**config.mk**
```make
export PLATFORM = sky130hd
export DESIGN_NAME = dmem_arbiter
export DESIGN_NICKNAME = d
export VERILOG_FILES = /design/src/rtl/dmem_pkg.sv /design/src/rtl/dmem_arbiter_rd_tag_pipe.sv /design/src/rtl/dmem_arbiter.sv
export SDC_FILE = /design/constraint.sdc
export NUM_CORES = 1
export LEC_CHECK = 0
export ABC_AREA = 1
export BUFFER_PORTS_ARGS = -buffer_cell sky130_fd_sc_hd__buf_4
export CORE_UTILIZATION = 40
export CTS_CLUSTER_DIAMETER = 40
export DETAILED_ROUTE_END_ITERATION = 10
export GPL_TIMING_DRIVEN = 0
export PLACE_DENSITY = 0.8
export SLEW_MARGIN = 20
export SYNTH_ARGS = -nofsm -noshare
export SYNTH_HDL_FRONTEND = slang
export SYNTH_SLANG_ARGS = --single-unit
```
**constraint.sdc**
```tcl
create_clock -name clock -period 1.7 [get_ports clock]
set_input_delay 0.17 -clock clock [delete_from_list [all_inputs] [get_ports clock]]
set_output_delay 0.17 -clock clock [all_outputs]
set_load 0.05 [all_outputs]
```
**src/rtl/dmem_pkg.sv**
```systemverilog
// Shared definitions for the data-memory arbiter: default widths,
// read-owner encoding and the grant/read-tag types.
package dmem_pkg;

    localparam int DMEM_DATA_W = 16;
    localparam int DMEM_ADDR_W = 12;
    localparam int CNT_W       = 8;

    localparam logic OWN_CORE = 1'b0;
    localparam logic OWN_AUX  = 1'b1;

    typedef enum logic [1:0] {
        GNT_NONE = 2'd0,
        GNT_CORE = 2'd1,
        GNT_AUX  = 2'd2
    } grant_e;

    typedef struct packed {
        logic valid;
        logic owner;
    } rd_tag_t;

endpackage

```
**src/rtl/dmem_arbiter_rd_tag_pipe.sv**
```systemverilog
// Read-tag delay line: carries {valid, owner} of each granted read
// for RD_LAT clocks so it lines up with the RAM read data.
//   clk_i, rst_ni : clock, async active-low reset
//   tag_i         : tag of the read issued this cycle
//   tag_o         : tag whose data is on the RAM output this cycle
module rd_tag_pipe
    import dmem_pkg::*;
#(
    parameter int RD_LAT = 1
) (
    input  logic    clk_i,
    input  logic    rst_ni,
    input  rd_tag_t tag_i,
    output rd_tag_t tag_o
);

    rd_tag_t [RD_LAT-1:0] tag_q;
    rd_tag_t [RD_LAT-1:0] tag_d;

    always_comb begin
        tag_d    = tag_q;
        tag_d[0] = tag_i;
        for (int i = 1; i < RD_LAT; i++) begin
            tag_d[i] = tag_q[i-1];
        end
    end

    always_ff @(posedge clk_i or negedge rst_ni) begin
        if (!rst_ni) begin
            tag_q <= '0;
        end else begin
            tag_q <= tag_d;
        end
    end

    assign tag_o = tag_q[RD_LAT-1];

endmodule

```
**src/rtl/dmem_arbiter.sv**
```systemverilog
// Single-port data RAM arbiter: core has fixed priority, aux port gets
// one forced slot after MAX_WAIT consecutive denied cycles.
//   clock, reset          : core clock, async active-low reset
//   core_*                : core data bus (core_stall freezes the core)
//   aux_*                 : auxiliary requester, req held until aux_ack
//   mem_*                 : RAM macro port (RD_LAT read latency)
module dmem_arbiter
    import dmem_pkg::*;
#(
    parameter int DATA_W   = DMEM_DATA_W,
    parameter int ADDR_W   = DMEM_ADDR_W,
    parameter int MAX_WAIT = 8,
    parameter int RD_LAT   = 1
) (
    input  logic              clock,
    input  logic              reset,
    input  logic              core_req,
    input  logic              core_we,
    input  logic [15:0]       core_addr,
    input  logic [DATA_W-1:0] core_wdata,
    output logic [DATA_W-1:0] core_rdata,
    output logic              core_stall,
    input  logic              aux_req,
    input  logic              aux_we,
    input  logic [15:0]       aux_addr,
    input  logic [DATA_W-1:0] aux_wdata,
    output logic              aux_ack,
    output logic              aux_rvalid,
    output logic [DATA_W-1:0] aux_rdata,
    output logic [ADDR_W-1:0] mem_addr,
    output logic [DATA_W-1:0] mem_wdata,
    output logic              mem_wren,
    input  logic [DATA_W-1:0] mem_rdata
);

    localparam logic [CNT_W-1:0] MAX_CNT = CNT_W'(MAX_WAIT);

    logic [CNT_W-1:0]  wait_cnt_q, wait_cnt_d;
    logic              force_q, force_d;
    logic [ADDR_W-1:0] addr_q, addr_d;
    logic [DATA_W-1:0] ardata_q, ardata_d;
    grant_e            gnt;
    rd_tag_t           push_tag, pop_tag;

    // Only the low ADDR_W address bits reach the RAM.
    logic unused_addr_hi;
    assign unused_addr_hi = ^{core_addr[15:ADDR_W], aux_addr[15:ADDR_W]};

    // Grant decision; reset masks all grants so nothing leaks to the RAM.
    always_comb begin
        gnt = GNT_NONE;
        if (!reset) begin
            gnt = GNT_NONE;
        end else if (force_q && aux_req) begin
            gnt = GNT_AUX;
        end else if (core_req) begin
            gnt = GNT_CORE;
        end else if (aux_req) begin
            gnt = GNT_AUX;
        end
    end

    // RAM port mux; the address holds its last value when idle.
    always_comb begin
        mem_addr  = addr_q;
        mem_wdata = '0;
        mem_wren  = 1'b0;
        aux_ack   = 1'b0;
        unique case (gnt)
            GNT_CORE: begin
                mem_addr  = core_addr[ADDR_W-1:0];
                mem_wdata = core_wdata;
                mem_wren  = core_we;
            end
            GNT_AUX: begin
                mem_addr  = aux_addr[ADDR_W-1:0];
                mem_wdata = aux_wdata;
                mem_wren  = aux_we;
                aux_ack   = 1'b1;
            end
            default: ;
        endcase
        addr_d = mem_addr;
    end

    // An aux grant while the core is requesting is only possible
    // in a forced slot, so this is exactly the forced-stall case.
    assign core_stall = (gnt == GNT_AUX) && core_req;

    // Starvation counter: force rises on the edge the count hits MAX.
    always_comb begin
        wait_cnt_d = '0;
        force_d    = 1'b0;
        if (aux_req && (gnt != GNT_AUX)) begin
            if (wait_cnt_q >= MAX_CNT) begin
                wait_cnt_d = MAX_CNT;
            end else begin
                wait_cnt_d = wait_cnt_q + 1'b1;
            end
            force_d = (wait_cnt_d == MAX_CNT);
        end
    end

    always_comb begin
        push_tag.valid = (gnt != GNT_NONE) && !mem_wren;
        push_tag.owner = (gnt == GNT_AUX) ? OWN_AUX : OWN_CORE;
    end

    rd_tag_pipe #(
        .RD_LAT (RD_LAT)
    ) u_tag_pipe (
        .clk_i  (clock),
        .rst_ni (reset),
        .tag_i  (push_tag),
        .tag_o  (pop_tag)
    );

    // Aux data is presented straight from the RAM in its return cycle
    // and held afterwards until the next aux read returns.
    assign aux_rvalid = pop_tag.valid && (pop_tag.owner == OWN_AUX);
    assign aux_rdata  = aux_rvalid ? mem_rdata : ardata_q;
    assign ardata_d   = aux_rdata;
    assign core_rdata = mem_rdata;

    always_ff @(posedge clock or negedge reset) begin
        if (!reset) begin
            wait_cnt_q <= '0;
            force_q    <= 1'b0;
            addr_q     <= '0;
            ardata_q   <= '0;
        end else begin
            wait_cnt_q <= wait_cnt_d;
            force_q    <= force_d;
            addr_q     <= addr_d;
            ardata_q   <= ardata_d;
        end
    end

endmodule

```
Yosys cells after proc, flatten, opt, wreduce, memory -nomap -nowiden
Cells that the tools add are included.
Storage, ports and cells
  register bits after elaboration: 39
  output and inout bits: 64
  input port bits: 86
Cells by class
  eq/ne operators: 4
  magnitude comparators: 1
  reductions and logical operators: 7
  muxes and demuxes: 13
  add/subtract/negate cells: 1
Operators with widths (number)
  16-bit case mux with 2 select lines: 1
  8-bit 2-to-1 mux: 3
  12-bit case mux with 2 select lines: 1
  16-bit 2-to-1 mux: 1
  8-bit by 1-bit adder with 8-bit output (second input constant): 1
  8-bit by 4-bit == test with 1-bit output (second input constant): 1
  8-bit by 4-bit >= comparator with 1-bit output (second input constant): 1
  2-bit 2-to-1 mux: 4
  1-bit logical AND: 5
  2-bit by 1-bit == test with 1-bit output (second input constant): 1
  2-bit == test (second input constant): 1
  1-bit 2-to-1 mux: 2
  2-bit inequality test (second input constant): 1
  1-bit case mux with 2 select lines: 1
  2-bit nonzero test: 1
  1-bit zero test: 1

Longest topological paths before layout
  depth in word-level cells: 9
  depth in mapped cells: 10
  mapped depth without buffers: 9

Hierarchy
A second synthesis with hierarchy kept.
Second synthesis, totals
  cells, all modules: 258
  area, all modules: 2024.4 µm²
By module, submodules not included
  dmem_arbiter: instances 1, seq. area each 925.9 µm², area an instance 1974.4 µm², cells each 256
  rd_tag_pipe: instances 1, seq. area each 50.0 µm², area an instance 50.0 µm², cells each 2

Worst setup path before layout
No wires, ideal clock.
  kind: reg2reg
  start point: reg force_q
  end point: reg addr_q[10]
  period minus slack after synthesis: 2.428 ns
  required time: 1.486 ns
  arrival: 2.214 ns
  setup time: 0.214 ns
  path buffers: 1
  path slack: -0.728 ns
  stages on the path, launching flop included: 8
  cells stage by stage: dfrtp_1 -> inv_1 -> nand2_1 -> and3_1 -> ha_1 -> buf_2 -> a21oi_1 -> a21oi_1
On the way
  word-level cells in the longest chain between the ends: 5
  elaborated cells on any way between the ends: 6
  classes of those cells: eq/ne (2); mux (3); reduce/logical (1)
RTL lines
  from (decl): line dmem_arbiter.sv:39  | logic force_q, force_d;
  from (signal assigned): line dmem_arbiter.sv:133  | force_q <= force_d;
  1-bit logical AND (*): line dmem_arbiter.sv:54  | end else if (force_q && aux_req) begin
  2-bit 2-to-1 mux (*): line dmem_arbiter.sv:54
  2-bit 2-to-1 mux (*): line dmem_arbiter.sv:52  | if (!reset) begin
  2-bit == test or 2-bit by 1-bit == test with 1-bit output (tied branches): line dmem_arbiter.sv:69  | unique case (gnt)
  12-bit case mux with 2 select lines (*): line dmem_arbiter.sv:69
  net mem_addr[10]: line dmem_arbiter.sv:30  | output logic [ADDR_W-1:0] mem_addr,
  to (signal assigned): line dmem_arbiter.sv:134  | addr_q <= addr_d;
  to (decl): line dmem_arbiter.sv:40  | logic [ADDR_W-1:0] addr_q, addr_d;
The timed path passes the listed nets; every way through them passes the cells marked *.

Final worst setup path
  start point: reg force_q
  end point: out mem_addr[10]
On the way
  word-level cells in the longest chain between the ends: 5
  elaborated cells on any way between the ends: 6
  classes of those cells: eq/ne (2); mux (3); reduce/logical (1)
RTL lines (line)
  1-bit logical AND (*): dmem_arbiter.sv:54
  2-bit 2-to-1 mux (*): dmem_arbiter.sv:54
  2-bit 2-to-1 mux (*): dmem_arbiter.sv:52
  2-bit == test or 2-bit by 1-bit == test with 1-bit output (tied branches): dmem_arbiter.sv:69
  12-bit case mux with 2 select lines (*): dmem_arbiter.sv:69
  to (decl): dmem_arbiter.sv:30
Every way passes the cells marked *; elsewhere a longest branch is shown, timed or not.

==> qor.txt <==
status - finished with violations
failing checks - negative setup slack
Initial Util - 0.423
worst setup margin - -403 ps
Routed WL - 8180 um
ANT cells - 0
crit path time final - 2100 ps
std cell rows - 25
CP Max Fanout - 5
IO buf count - 141
met2 routed WL - 4660 um
first-pass GRT wire length - 10800 um
Critical Path AT - 1930 ps
I/O Pins - 150
cells after synthesis - 258
Synth cell types - 19
gpl congestion - 0.799
total number of vias - 2393
final period utilization - 1.24
Seq/Total Area, Yosys - 0.482
CTS root buf - clkbuf_8
H-tree levels - 2
largest family of logic cells by synthesized area - simple AND/OR/NAND/NOR gates
Highest Signal Layer - met4
RSZ-0062 raised after global routing - yes
die area - 0.00535 mm2
Slew Limit Fails - 0
Pwr Density - 969 mW/mm2
GRT overflow - 0
Setup TNS Final - -11240 ps
most frequent cells in the layout - buf_4, nand2_1, dfrtp_1
commonest non-fill, non-tap cell in the layout - buf_4
top cell type by total area after synthesis - dfrtp_1
Post-Syn Area - 0.00202 mm2
endpoints failing setup - 30
placed cells - 469
Crit path max-delay family - buffers and inverters
TritonCTS clock tree - built
vias in the first global route - 2325
r2r setup slk - 50 ps
maximum number of pins on one net before global-route repair - 42
final setup skew - 3.50 ps
CP max stage delay - 380 ps
met3 wire len - 390 um
xor and xnor fraction of the mapped netlist area - 0.00433
final hold slack - 112 ps
slowest stage cell, crit path - dfrtp_1
CP Launch Type - flop
Setup CP Type - flop to output pin
M1 WL - 2960 um
# nets final - 516
Min-Delay Path Class - input port to flop
CTS sink count - 39
fraction of layout cells with a size suffix above 1 - 0.608
CP bufs+invs - 4
Via-to-Cell Ratio - 4.87
Reg clk slew, reported paths - 70 ps
Max Buffers Root-to-Sink - 2
TritonCTS Buffers - 5
syn_area_per_cell - 7.85 um2
Simple-Gate Fraction of Synth Area - 0.242
drt first pass iters - 4
CP required - 1530 ps
DRC - 0
Yosys reg bits - 39
clk_lat worst skew - 300 ps
total global routing track utilization - 0.270
initial antenna violation count - 0
Area Overhead vs Synth - 110%
maximum clock frequency - 476 MHz
Area contributors post-synth - dfrtp_1, nand2_1, a21oi_1, buf_4, nor2_1
complex-gate fraction of the synthesized area - 0.110
Max VDD drop - 0.939 mV
Place WS - -496 ps
Hold Vio Cnt, Final - 0
leakage - 0.00199 uW
DP Wirelength - 4930 um
Yosys Warn Count - 0
Routed Antenna Nets - 0
wire per inst - 16.7 um
max_cap viols - 0
crit-path cells - nand2_1 > nand3_4 > inv_2 > ha_4 > inv_6 > buf_12 > nor2_4 > a21oi_4 > buf_6
Fillers - 230
share of the synthesized area in the top cell type - 0.482
Die H - 73.1 um
adder-cell share of the synthesized area - 0.0309
1st-iter DRT viols - 92
Die W - 73.1 um
CP Capture Type - output pin
core area - 0.00479 mm2
Finished Layout Cells - 491
mux share of post-synthesis cell area - 0
path summary, 6_finish.rpt:
check	start	endpoint	cells after the start
max reg2reg	force_q$_DFF_PN0_	addr_q[0]$_DFF_PN0_	10
max in group asynchronous	reset	ardata_q[0]$_DFF_PN0_	3
min	mem_rdata[12]	ardata_q[12]$_DFF_PN0_	3
max	force_q$_DFF_PN0_	mem_addr[10]	9
min reg2reg	ardata_q[9]$_DFF_PN0_	ardata_q[9]$_DFF_PN0_	2
min in group asynchronous	reset	addr_q[10]$_DFF_PN0_	3
cell usage after synthesis:
cell / instances
o22ai_2: 1
ha_1: 5
nand4_1: 2
nor2_2: 1
nand2_1: 97
buf_2: 7
buf_6: 3
nand3_1: 3
nor3_1: 1
conb_1: 1
and3_1: 1
a21oi_1: 42
inv_2: 3
inv_1: 12
xnor2_1: 1
dfrtp_1: 39
nor2_1: 20
buf_4: 18
nand2_2: 1
timing repair:
action / 4_1_cts / 5_1_grt
hold endpoints to repair: 39 / 39
pin swaps: 6 / 2
setup buffers: 6 / 5
cloned: 2 / 1
endpoints found under the setup margin: 30 / 31
resized for setup: 81 / 25
kinds of logic (layout without fill, tap and decap cells):
family                     count (synthesis)  count (layout)
AOI/OAI and AO/OA                         43              43
buffers and inverters                     43             206
xor gates and xnor gates                   1               1
DFF                                       39              39
and+or+nand+nor                          126             126
other                                      1               4
adders and majority gates                  5               5
worst min-delay path: cells and delay by family:
| kind | cells | cell delay (ps) |
|---|---|---|
| buf+inv | 1 | 80 |
| simple gates | 2 | 110 |
where the power goes:
part / total (uW) / leakage (uW) / switching (uW) / internal [uW]
logic: 2330 / 0.00148 / 1470 / 858
registers: 1220 / 0.000474 / 90.1 / 1130
clock network: 566 / 0.0000371 / 293 / 273
total: 4110 / 0.00199 / 1850 / 2260
routing by layer:
layer,up-vias,track usage
met5,-,0
met4,0,0.0893
met2,81,0.509
li1,1120,-
met3,15,0.0401
met1,1177,0.307
cell type report:
| class | count | area [um2] | share of cell area |
|---|---|---|---|
| clock buffers | 6 | 72.6 | 0.0171 |
| repair buffers | 157 | 1430 | 0.337 |
| well taps | 67 | 83.8 | 0.0198 |
| plain buffers | 28 | 299 | 0.0705 |
| flip-flops and latches | 39 | 976 | 0.230 |
| multi-input cells | 179 | 1320 | 0.311 |
| inverters | 15 | 63.8 | 0.0150 |
flip-flops by register name, indices dropped and copies added, names as in the netlist:
signal and flops:
ardata_q 16, addr_q 12, wait_cnt_q 8, u_tag_pipe.tag_o 2
force_q 1
metrics by stage:
stage,util,power [uW],cell area [um2]
final,0.887,4110,4240
after global routing,0.887,4250,4240
after CTS,0.841,3940,4030
after detailed placement,0.745,3180,3570
after global placement,0.745,3140,3570
after floorplan,-,2550,2420
No activity file was read; power rests on OpenSTA's default activity.
